## config.mk

```make
export PLATFORM = sky130hd
export DESIGN_NAME = input_conditioner
export DESIGN_NICKNAME = d
export VERILOG_FILES = /design/src/rtl/input_cond_pkg.sv /design/src/rtl/input_cond_channel.sv /design/src/rtl/input_conditioner.sv
export SDC_FILE = /design/constraint.sdc
export NUM_CORES = 1
export LEC_CHECK = 0
export CORE_AREA = 2 2 40 42
export CTS_CLUSTER_SIZE = 40
export DETAILED_ROUTE_END_ITERATION = 12
export DIE_AREA = 0 0 42 44
export GPL_TIMING_DRIVEN = 0
export PLACE_DENSITY = 0.83
export SETUP_SLACK_MARGIN = 0.15
export SLEW_MARGIN = 40
export SYNTH_ARGS = -nofsm -noshare
export SYNTH_HDL_FRONTEND = slang
export SYNTH_SLANG_ARGS = --single-unit
```

## constraint.sdc

```tcl
create_clock -name clkm -period 3.35 [get_ports clkm]
set_input_delay 0.67 -clock clkm [delete_from_list [all_inputs] [get_ports clkm]]
set_output_delay 0.67 -clock clkm [all_outputs]
set_load 0.005 [all_outputs]
```

## src/rtl/input_cond_pkg.sv

```systemverilog
// Shared constants and helpers for the DPWM input conditioner.
// Edge pulses are built only when INPUT_COND_EDGE_EN is defined.
package input_cond_pkg;

   localparam int DEF_N_CH        = 2;
   localparam int DEF_SYNC_STAGES = 2;
   localparam int DEF_DEB_CYCLES  = 16;

   // Bits needed to hold 0..deb_cycles, i.e. clog2(deb_cycles+1).
   function automatic int cnt_width(input int deb_cycles);
      int w;
      w = 1;
      while ((1 << w) < (deb_cycles + 1)) begin
         w = w + 1;
      end
      return w;
   endfunction

endpackage

```

## src/rtl/input_cond_channel.sv

```systemverilog
// One data channel: synchroniser chain, stability counter, held level.
// Rise/fall pulse flops exist only when INPUT_COND_EDGE_EN is defined.
module input_cond_channel
   import input_cond_pkg::*;
#(
   parameter int SYNC_STAGES = DEF_SYNC_STAGES,
   parameter int DEB_CYCLES  = DEF_DEB_CYCLES
) (
   input  logic clk_i,
   input  logic rst_i,
   input  logic pin_i,
   output logic level_o,
   output logic rise_o,
   output logic fall_o
);

   localparam int CNT_W = cnt_width(DEB_CYCLES);
   localparam logic [CNT_W-1:0] CNT_LAST = CNT_W'(DEB_CYCLES - 1);

   logic [SYNC_STAGES-1:0] sync_q;
   logic [SYNC_STAGES-1:0] sync_d;
   logic [CNT_W-1:0]       cnt_q;
   logic [CNT_W-1:0]       cnt_d;
   logic                   level_q;
   logic                   level_d;
   logic                   sync_lvl;
   logic                   accept;

   assign sync_d   = {sync_q[SYNC_STAGES-2:0], pin_i};
   assign sync_lvl = sync_q[SYNC_STAGES-1];

   // Counter tracks how long the synced level has disagreed with the held one.
   always_comb begin
      cnt_d  = cnt_q;
      accept = 1'b0;
      if (sync_lvl == level_q) begin
         cnt_d = '0;
      end else if (cnt_q == CNT_LAST) begin
         accept = 1'b1;
         cnt_d  = '0;
      end else begin
         cnt_d = cnt_q + CNT_W'(1);
      end
   end

   assign level_d = accept ? sync_lvl : level_q;

   always_ff @(posedge clk_i) begin
      if (rst_i) begin
         sync_q  <= '0;
         cnt_q   <= '0;
         level_q <= 1'b0;
      end else begin
         sync_q  <= sync_d;
         cnt_q   <= cnt_d;
         level_q <= level_d;
      end
   end

   assign level_o = level_q;

`ifdef INPUT_COND_EDGE_EN
   logic rise_q;
   logic fall_q;

   always_ff @(posedge clk_i) begin
      if (rst_i) begin
         rise_q <= 1'b0;
         fall_q <= 1'b0;
      end else begin
         rise_q <= accept & sync_lvl;
         fall_q <= accept & ~sync_lvl;
      end
   end

   assign rise_o = rise_q;
   assign fall_o = fall_q;
`else
   assign rise_o = 1'b0;
   assign fall_o = 1'b0;
`endif

endmodule

```

## src/rtl/input_conditioner.sv

```systemverilog
// DPWM control-input front end: N_CH debounced channels plus synced select.
// Define INPUT_COND_EDGE_EN to build the dato_rise/dato_fall pulse flops.
module input_conditioner
   import input_cond_pkg::*;
#(
   parameter int N_CH        = DEF_N_CH,
   parameter int SYNC_STAGES = DEF_SYNC_STAGES,
   parameter int DEB_CYCLES  = DEF_DEB_CYCLES
) (
   input  logic            clkm,
   input  logic            reset,
   input  logic [N_CH-1:0] datoin,
   input  logic            selin,
   output logic [N_CH-1:0] datoout,
   output logic [N_CH-1:0] dato_rise,
   output logic [N_CH-1:0] dato_fall,
   output logic            selout
);

   for (genvar i = 0; i < N_CH; i++) begin : g_ch
      input_cond_channel #(
         .SYNC_STAGES(SYNC_STAGES),
         .DEB_CYCLES (DEB_CYCLES)
      ) u_ch (
         .clk_i  (clkm),
         .rst_i  (reset),
         .pin_i  (datoin[i]),
         .level_o(datoout[i]),
         .rise_o (dato_rise[i]),
         .fall_o (dato_fall[i])
      );
   end

   // Select is passed through a plain synchroniser, no debounce.
   logic [SYNC_STAGES-1:0] sel_sync_q;
   logic [SYNC_STAGES-1:0] sel_sync_d;

   assign sel_sync_d = {sel_sync_q[SYNC_STAGES-2:0], selin};

   always_ff @(posedge clkm) begin
      if (reset) begin
         sel_sync_q <= '0;
      end else begin
         sel_sync_q <= sel_sync_d;
      end
   end

   assign selout = sel_sync_q[SYNC_STAGES-1];

endmodule

```

==> results.md, run 1 <==
- Status: complete, no violations
- Unique masters post-synth: 13
- Detail-routed via count per cell: roughly 4.5
- Cell leakage power: 0.335 nW
- Io pins: 12
- Die W: ~42 µm
- Yosys top cell by area: dfxtp_1
- Core area: approximately 1400 µm²
- Fin Setup TNS: 0 ns
- Die H: roughly 44 µm
- FMAX: roughly 520 MHz
- ANT cells: 0
- Nets: between 80 and 90
- Worst Setup SP: g_ch[0].u_ch.level_o$_SDFFE_PP0P_
- Initial antenna violation count: 0
- TritonCTS Sinks: 18
- Worst setup endpoint: datoout[0]
- Clk buf depth: 2
- Placer Congestion: roughly 0.63
- Critical path type: reg -> out
- Post-CTS sizing: 0
- Mux cell area share after synthesis: ~3%
- YS warnings: 0
- Slowest cell on crit path: clkdlybuf4s50_1
- TritonCTS clock tree: yes
- Initial Utilization: around 48%
- GRT busiest layer: met2
- CTS buffer count: 3
- Vias in the first global route: between 400 and 500
- Final wirelength: between 800 and 900 µm
- Post-CTS setup buffers: 0
- Hold Violations, Final: 0
- Synth Area in Compound Gates: 0%
- RSZ-0062 raised after global routing: false
- Vias: about 420
- DRC: 0
- Worst EP arrival: about 1.3 ns
- Origin of the critical flop-to-flop path: g_ch[0].u_ch.cnt_q[0]$_SDFF_PP0_
- CTS clk-pin slew, worst paths: ~0.1 ns
- M2 GR Usage: 18.4%
- Area growth from synthesis to layout: 20.4%
- Syn Area/Cell: around 10 µm²
- Post-synthesis simple-gate area fraction: between 10% and 20%
- Initial DRC Count: 5
- Met1 global-route usage: 11.7%
- Total GRT Usage: about 11%
- Largest cells by area after synthesis: dfxtp_1 53%, ha_1 7.4%, buf_4 6.7%
- M3 GR Usage: under 10%
- First drt pass iteration count: 4
- Crit path required time: roughly 2.7 ns
- Placement Rows: 14
- Final Cycle Share: a little under three fifths
- Share of layout cells above drive strength 1: around 15%
- CP Max Fanout: 3
- H-tree Lvls: 1
- Hold Path Class: reg -> reg
- R2r worst-path depth: 5
- Largest net degree at the start of global routing: 11
- Skew-Pair Late Insertion Delay: ~0.29 ns
- Worst reg-to-reg setup slack: 1.82 ns
- CP peak stage delay: ~0.48 ns
- # setup viols final: 0
- Cts hold-fix bufs: 0
- Adder-Cell Fraction of Synth Area: between 7 and 8%
- Cell Area, Synth: around 670 µm²
- Endpoint class of the critical path: output port
- Buffers on Ports: 7
- Pwr dens: around 450 nW/µm²
- Root buf cell: clkbuf_4
- Yosys reg bits: 18
- Top cell type's share of synthesized area: ~53%
- Crit-path cells: buf_4 -> clkdlybuf4s50_1
- Routed len/inst: around 9.0 µm
- Synth Area in XOR/XNOR: roughly 7.8%
- Final core occ: roughly 57%
- Cells after Synth: 65
- Final Slew Violations: 0
- R2R Path End: g_ch[0].u_ch.cnt_q[2]$_SDFF_PP0_
- Setup Skew: about 0.0017 ns
- Gr ovfl total: 0
- Full die area: ~1800 µm²
- DP Wirelength: between 600 and 700 µm
- First-pass GRT wire length: roughly 1500 µm
- Sequential share of the synthesized area: between 50% and 60%
- Final ANT Viol Nets: 0
- Main combinational cell family by area after synthesis: simple AND/OR/NAND/NOR gates
- Worst setup SP type: register
- Max VDD drop: roughly 0.00040 V
- Max-cap viol count: 0
- Final min period: ~1.9 ns
worst min-delay path by stage:
stage                                                  from                                end  slack (ns)  cells past startpoint
after global routing               sel_sync_q[0]$_SDFF_PP0_           sel_sync_q[1]$_SDFF_PP0_        0.46                      1
after global placement             sel_sync_q[0]$_SDFF_PP0_           sel_sync_q[1]$_SDFF_PP0_        0.43                      1
final                      g_ch[0].u_ch.cnt_q[0]$_SDFF_PP0_   g_ch[0].u_ch.cnt_q[0]$_SDFF_PP0_        0.45                      1
after detailed placement           sel_sync_q[0]$_SDFF_PP0_           sel_sync_q[1]$_SDFF_PP0_        0.43                      1
after CTS                          sel_sync_q[0]$_SDFF_PP0_           sel_sync_q[1]$_SDFF_PP0_        0.45                      1
after floorplan           g_ch[0].u_ch.sync_q[0]$_SDFF_PP0_  g_ch[0].u_ch.sync_q[1]$_SDFF_PP0_        0.41                      1
critical path, delay by kind of cell (launching register included):
kind,cells,cell delay (ns)
buf+inv,2,0.60
flops,1,0.37
power breakdown:
part	switching [mW]	internal [mW]	leakage, nW	total, mW
sequential	0.00160	0.218	0.146	0.220
combinational	0.00611	0.0113	0.168	0.0174
clock	0.0633	0.0662	0.0210	0.129
final cells by class:
class                   instances  area [µm²]
clock buffers                   4        36.3
well taps                      16        20.0
multi-input cells              40         265
flip-flops and latches         18         360
fillers                       128         607
inverters                       4        15.0
plain buffers                   6        45.0
repair buffers                  7        70.1
cells by family after synthesis:
family,after synthesis
XOR/XNOR,6
adder cells (fa/ha/maj),4
buffers and inverters,10
flip-flops,18
multiplexers,2
other,1
AND/OR/NAND/NOR,24
cell usage in the layout (no fill, tap or decap), types with 3 or more instances in the layout:
cell type / instances
clkbuf_4: 3
inv_1: 4
dfxtp_1: 18
ha_1: 4
conb_1: 4
buf_4: 6
nor2b_1: 6
xnor2_1: 4
nor2_1: 12
clkdlybuf4s50_1: 7
registers in the layout (all words and copies together), names as in the netlist:
register	cells
g_ch.u_ch.cnt_q	10
g_ch.u_ch.sync_q	4
g_ch.u_ch.level_o	2
sel_sync_q	2
through the flow:
step           instances  cell area [µm²]  total power, mW  worst slack, ns  hold WS, ns
6_report              95              812            0.366             1.42        0.454
5_1_grt               95              812            0.383             1.36        0.464
4_1_cts               95              812            0.371             1.40        0.453
3_5_place_dp          91              776            0.242             1.43        0.429
3_3_place_gp          91              776            0.241             1.46        0.427
2_1_floorplan         68              686            0.234             1.91        0.414
routing by layer:
layer  vias up  share of wire, %
met3         2               5.6
met2        10                49
li1        222                 -
met5         -                 0
met4         0               1.2
met1       190                44
cells in the mapped netlist:
| library cell | count |
|---|---|
| ha_1 | 4 |
| or3_4 | 2 |
| buf_4 | 6 |
| nand3_1 | 2 |
| xnor2_1 | 4 |
| inv_1 | 4 |
| xor2_1 | 2 |
| conb_1 | 1 |
| nor2b_1 | 6 |
| nor2_1 | 12 |
| mux2i_1 | 2 |
| dfxtp_1 | 18 |
| and3_1 | 2 |
Power figures use the tool's default switching activity.
==> inputs of run 2 (changes only) <==
Settings changed: CORE_AREA 2 2 40 42 to 2 2 41 43, DIE_AREA 0 0 42 44 to 0 0 43 45, PLACE_DENSITY 0.83 to 0.8.
Clock period 3.35 ns to 2 ns, I/O delays scaled along.
==> run 2 against run 1 <==
Effect of this change: register-to-register slack got worse by 1.4 ns; hold slack got worse by 0.0049 ns; clock power rose by 26%; largest cell class unchanged; die area rose by 4.7%; sequential power rose by 67%; core utilization fell by 3.0 points; combinational power rose by 71%; critical path depth did not move; first-iteration DRC count fell by 100%; sequential share of layout area rose by 0.77 points.
==> results.md, run 2 (synthesis results as in run 1) <==
- Skew-Pair Late Insertion Delay: ~0.27 ns
- Initial DRC Count: 0
- DRC: 0
- Reg with most FFs: g_ch.u_ch.cnt_q
- Largest net degree at the start of global routing: 11
- First-pass GRT wire length: between 1500 and 2000 µm
- Vias in the first global route: between 300 and 400
- Die W: 43 µm
- Post-CTS setup buffers: 0
- Detail-routed via count per cell: about 4.5
- Initial Utilization: around 46%
- Biggest regs: g_ch.u_ch.cnt_q (10), g_ch.u_ch.sync_q (4)
- Clk buf depth: 2
- CP Max Fanout: 3
- Vias: around 430
- Total GRT Usage: 11.2%
- Final ANT Viol Nets: 0
- Comb power frac: roughly 5.3%
- Crit path required time: roughly 1.6 ns
- # setup viols final: 0
- TritonCTS Sinks: 18
- Origin of the critical flop-to-flop path: g_ch[0].u_ch.cnt_q[0]$_SDFF_PP0_
- First drt pass iteration count: 1
- Io pins: 12
- Post-CTS sizing: 0
- Final Total Pwr: between 0.5 and 0.6 mW
- Max FFs per register: 10
- Initial antenna violation count: 0
- Flop pwr share: about two thirds
- Final Slew Violations: 0
- FMAX: 609 MHz
- Commonest non-fill, non-tap cell in the layout: dfxtp_1
- Die H: 45 µm
- Hold Path Cell Cnt: 1
- Worst EP arrival: 1.24 ns
- Fin Setup TNS: 0 ns
- Layout fillers: approximately 140
- Hold Path Class: reg -> reg
- CTS clk-pin slew, worst paths: ~0.09 ns
- R2r worst-path depth: 5
- Cell leakage power: 0.328 nW
- Critical path type: reg -> out
- Leading cell types in the layout, fill and taps excluded: 18 x dfxtp_1, 12 x nor2_1, 7 x clkdlybuf4s50_1
- Worst Setup SP: g_ch[1].u_ch.level_o$_SDFFE_PP0P_
- Final core occ: a little over half
- Hold Violations, Final: 0
- Max-cap viol count: 0
- RSZ-0062 raised after global routing: false
- Worst setup SP type: register
- Final Cycle Share: 82.0%
- Fin area: approximately 800 µm²
- H-tree Lvls: 1
- Gr ovfl total: 0
- Endpoint class of the critical path: output port
- CTS buffer count: 3
- Final min period: 1.64 ns
- Final wirelength: about 890 µm
- Routed len/inst: between 9 and 10 µm
- Max VDD drop: ~0.00048 V
- R2R Path End: g_ch[0].u_ch.cnt_q[2]$_SDFF_PP0_
- Setup Skew: around 0.0032 ns
- Placement Rows: 14
- Area after DPL: a little under 800 µm²
- TritonCTS clock tree: yes
- Status: complete, no violations
- Switching power: between 0.1 and 0.15 mW
- Placer Congestion: around 0.63
- Pwr dens: approximately 700 nW/µm²
- Buffers on Ports: 7
- Non-Filler Instances: 94
- Nets: roughly 90
- Cts hold-fix bufs: 0
- DP Wirelength: between 700 and 800 µm
- ANT cells: 0
- Share of layout cells above drive strength 1: 14.1%
- Core area: 1470 µm²
- Min-Delay Endpoint: g_ch[0].u_ch.sync_q[1]$_SDFF_PP0_
- Hold path start: g_ch[0].u_ch.sync_q[0]$_SDFF_PP0_
- Sw Share: about a fifth
- Clk pwr share: slightly below 30%
- Worst reg-to-reg setup slack: between 0.4 and 0.5 ns
- Root buf cell: clkbuf_4
- Internal power: 0.453 mW
- Area growth from synthesis to layout: 18.4%
- Full die area: between 1500 and 2000 µm²
- Placed Cells: 91
## run 2: cell types whose count changed in the layout (fill, tap and decap cells not counted)
cell and change:
clkbuf_8 -1
## run 2: how the worst max path moves through the flow
stage | to | cells past startpoint
after floorplan | g_ch[0].u_ch.cnt_q[2]$_SDFF_PP0_ | 5
after global placement | g_ch[1].u_ch.cnt_q[2]$_SDFF_PP0_ | 3
after detailed placement | g_ch[1].u_ch.cnt_q[3]$_SDFF_PP0_ | 3
after CTS | datoout[1] | 2
after global routing | datoout[0] | 2
final | datoout[1] | 2
## run 2: metrics by stage
step | worst slack (ns) | hold slack, ns
floorplan | 0.563 | 0.414
global placement | 0.383 | 0.421
detailed placement | 0.322 | 0.430
CTS | 0.339 | 0.454
global route | 0.299 | 0.463
finish | 0.359 | 0.449
## run 2: area by class of cell
type | instances | area, µm² | share of cell area (%)
Sequential cell | 18 | 360 | 45.1
Buffer | 6 | 45.0 | 5.64
Tap cell | 16 | 20.0 | 2.51
Multi-Input combinational cell | 40 | 265 | 33.2
Inverter | 4 | 15.0 | 1.88
Timing Repair Buffer | 7 | 70.1 | 8.78
Clock buffer | 3 | 22.5 | 2.82
## run 2: per-layer routing
layer / global-route usage [%] / wire length [µm] / up-vias
li1: - / - / 221
met1: 11.8 / 373 / 196
met2: 19.4 / 477 / 7
met3: 2.40 / 28 / 2
met4: 9.09 / 15 / 0
met5: 0 / 0 / -
## run 2: power groups by stage
stage	clock network [mW]	logic, mW	registers [mW]
3_5_place_dp	0	0.0291	0.376
4_1_cts	0.170	0.0293	0.368
3_3_place_gp	0	0.0283	0.376
5_1_grt	0.186	0.0331	0.368
2_1_floorplan	0	0.0160	0.376
6_report	0.162	0.0297	0.368
## run 2: worst max-delay path, stage by stage, from the launching register on
cell and delay (ns):
dfxtp_1 0.37, buf_4 0.12, clkdlybuf4s50_1 0.48
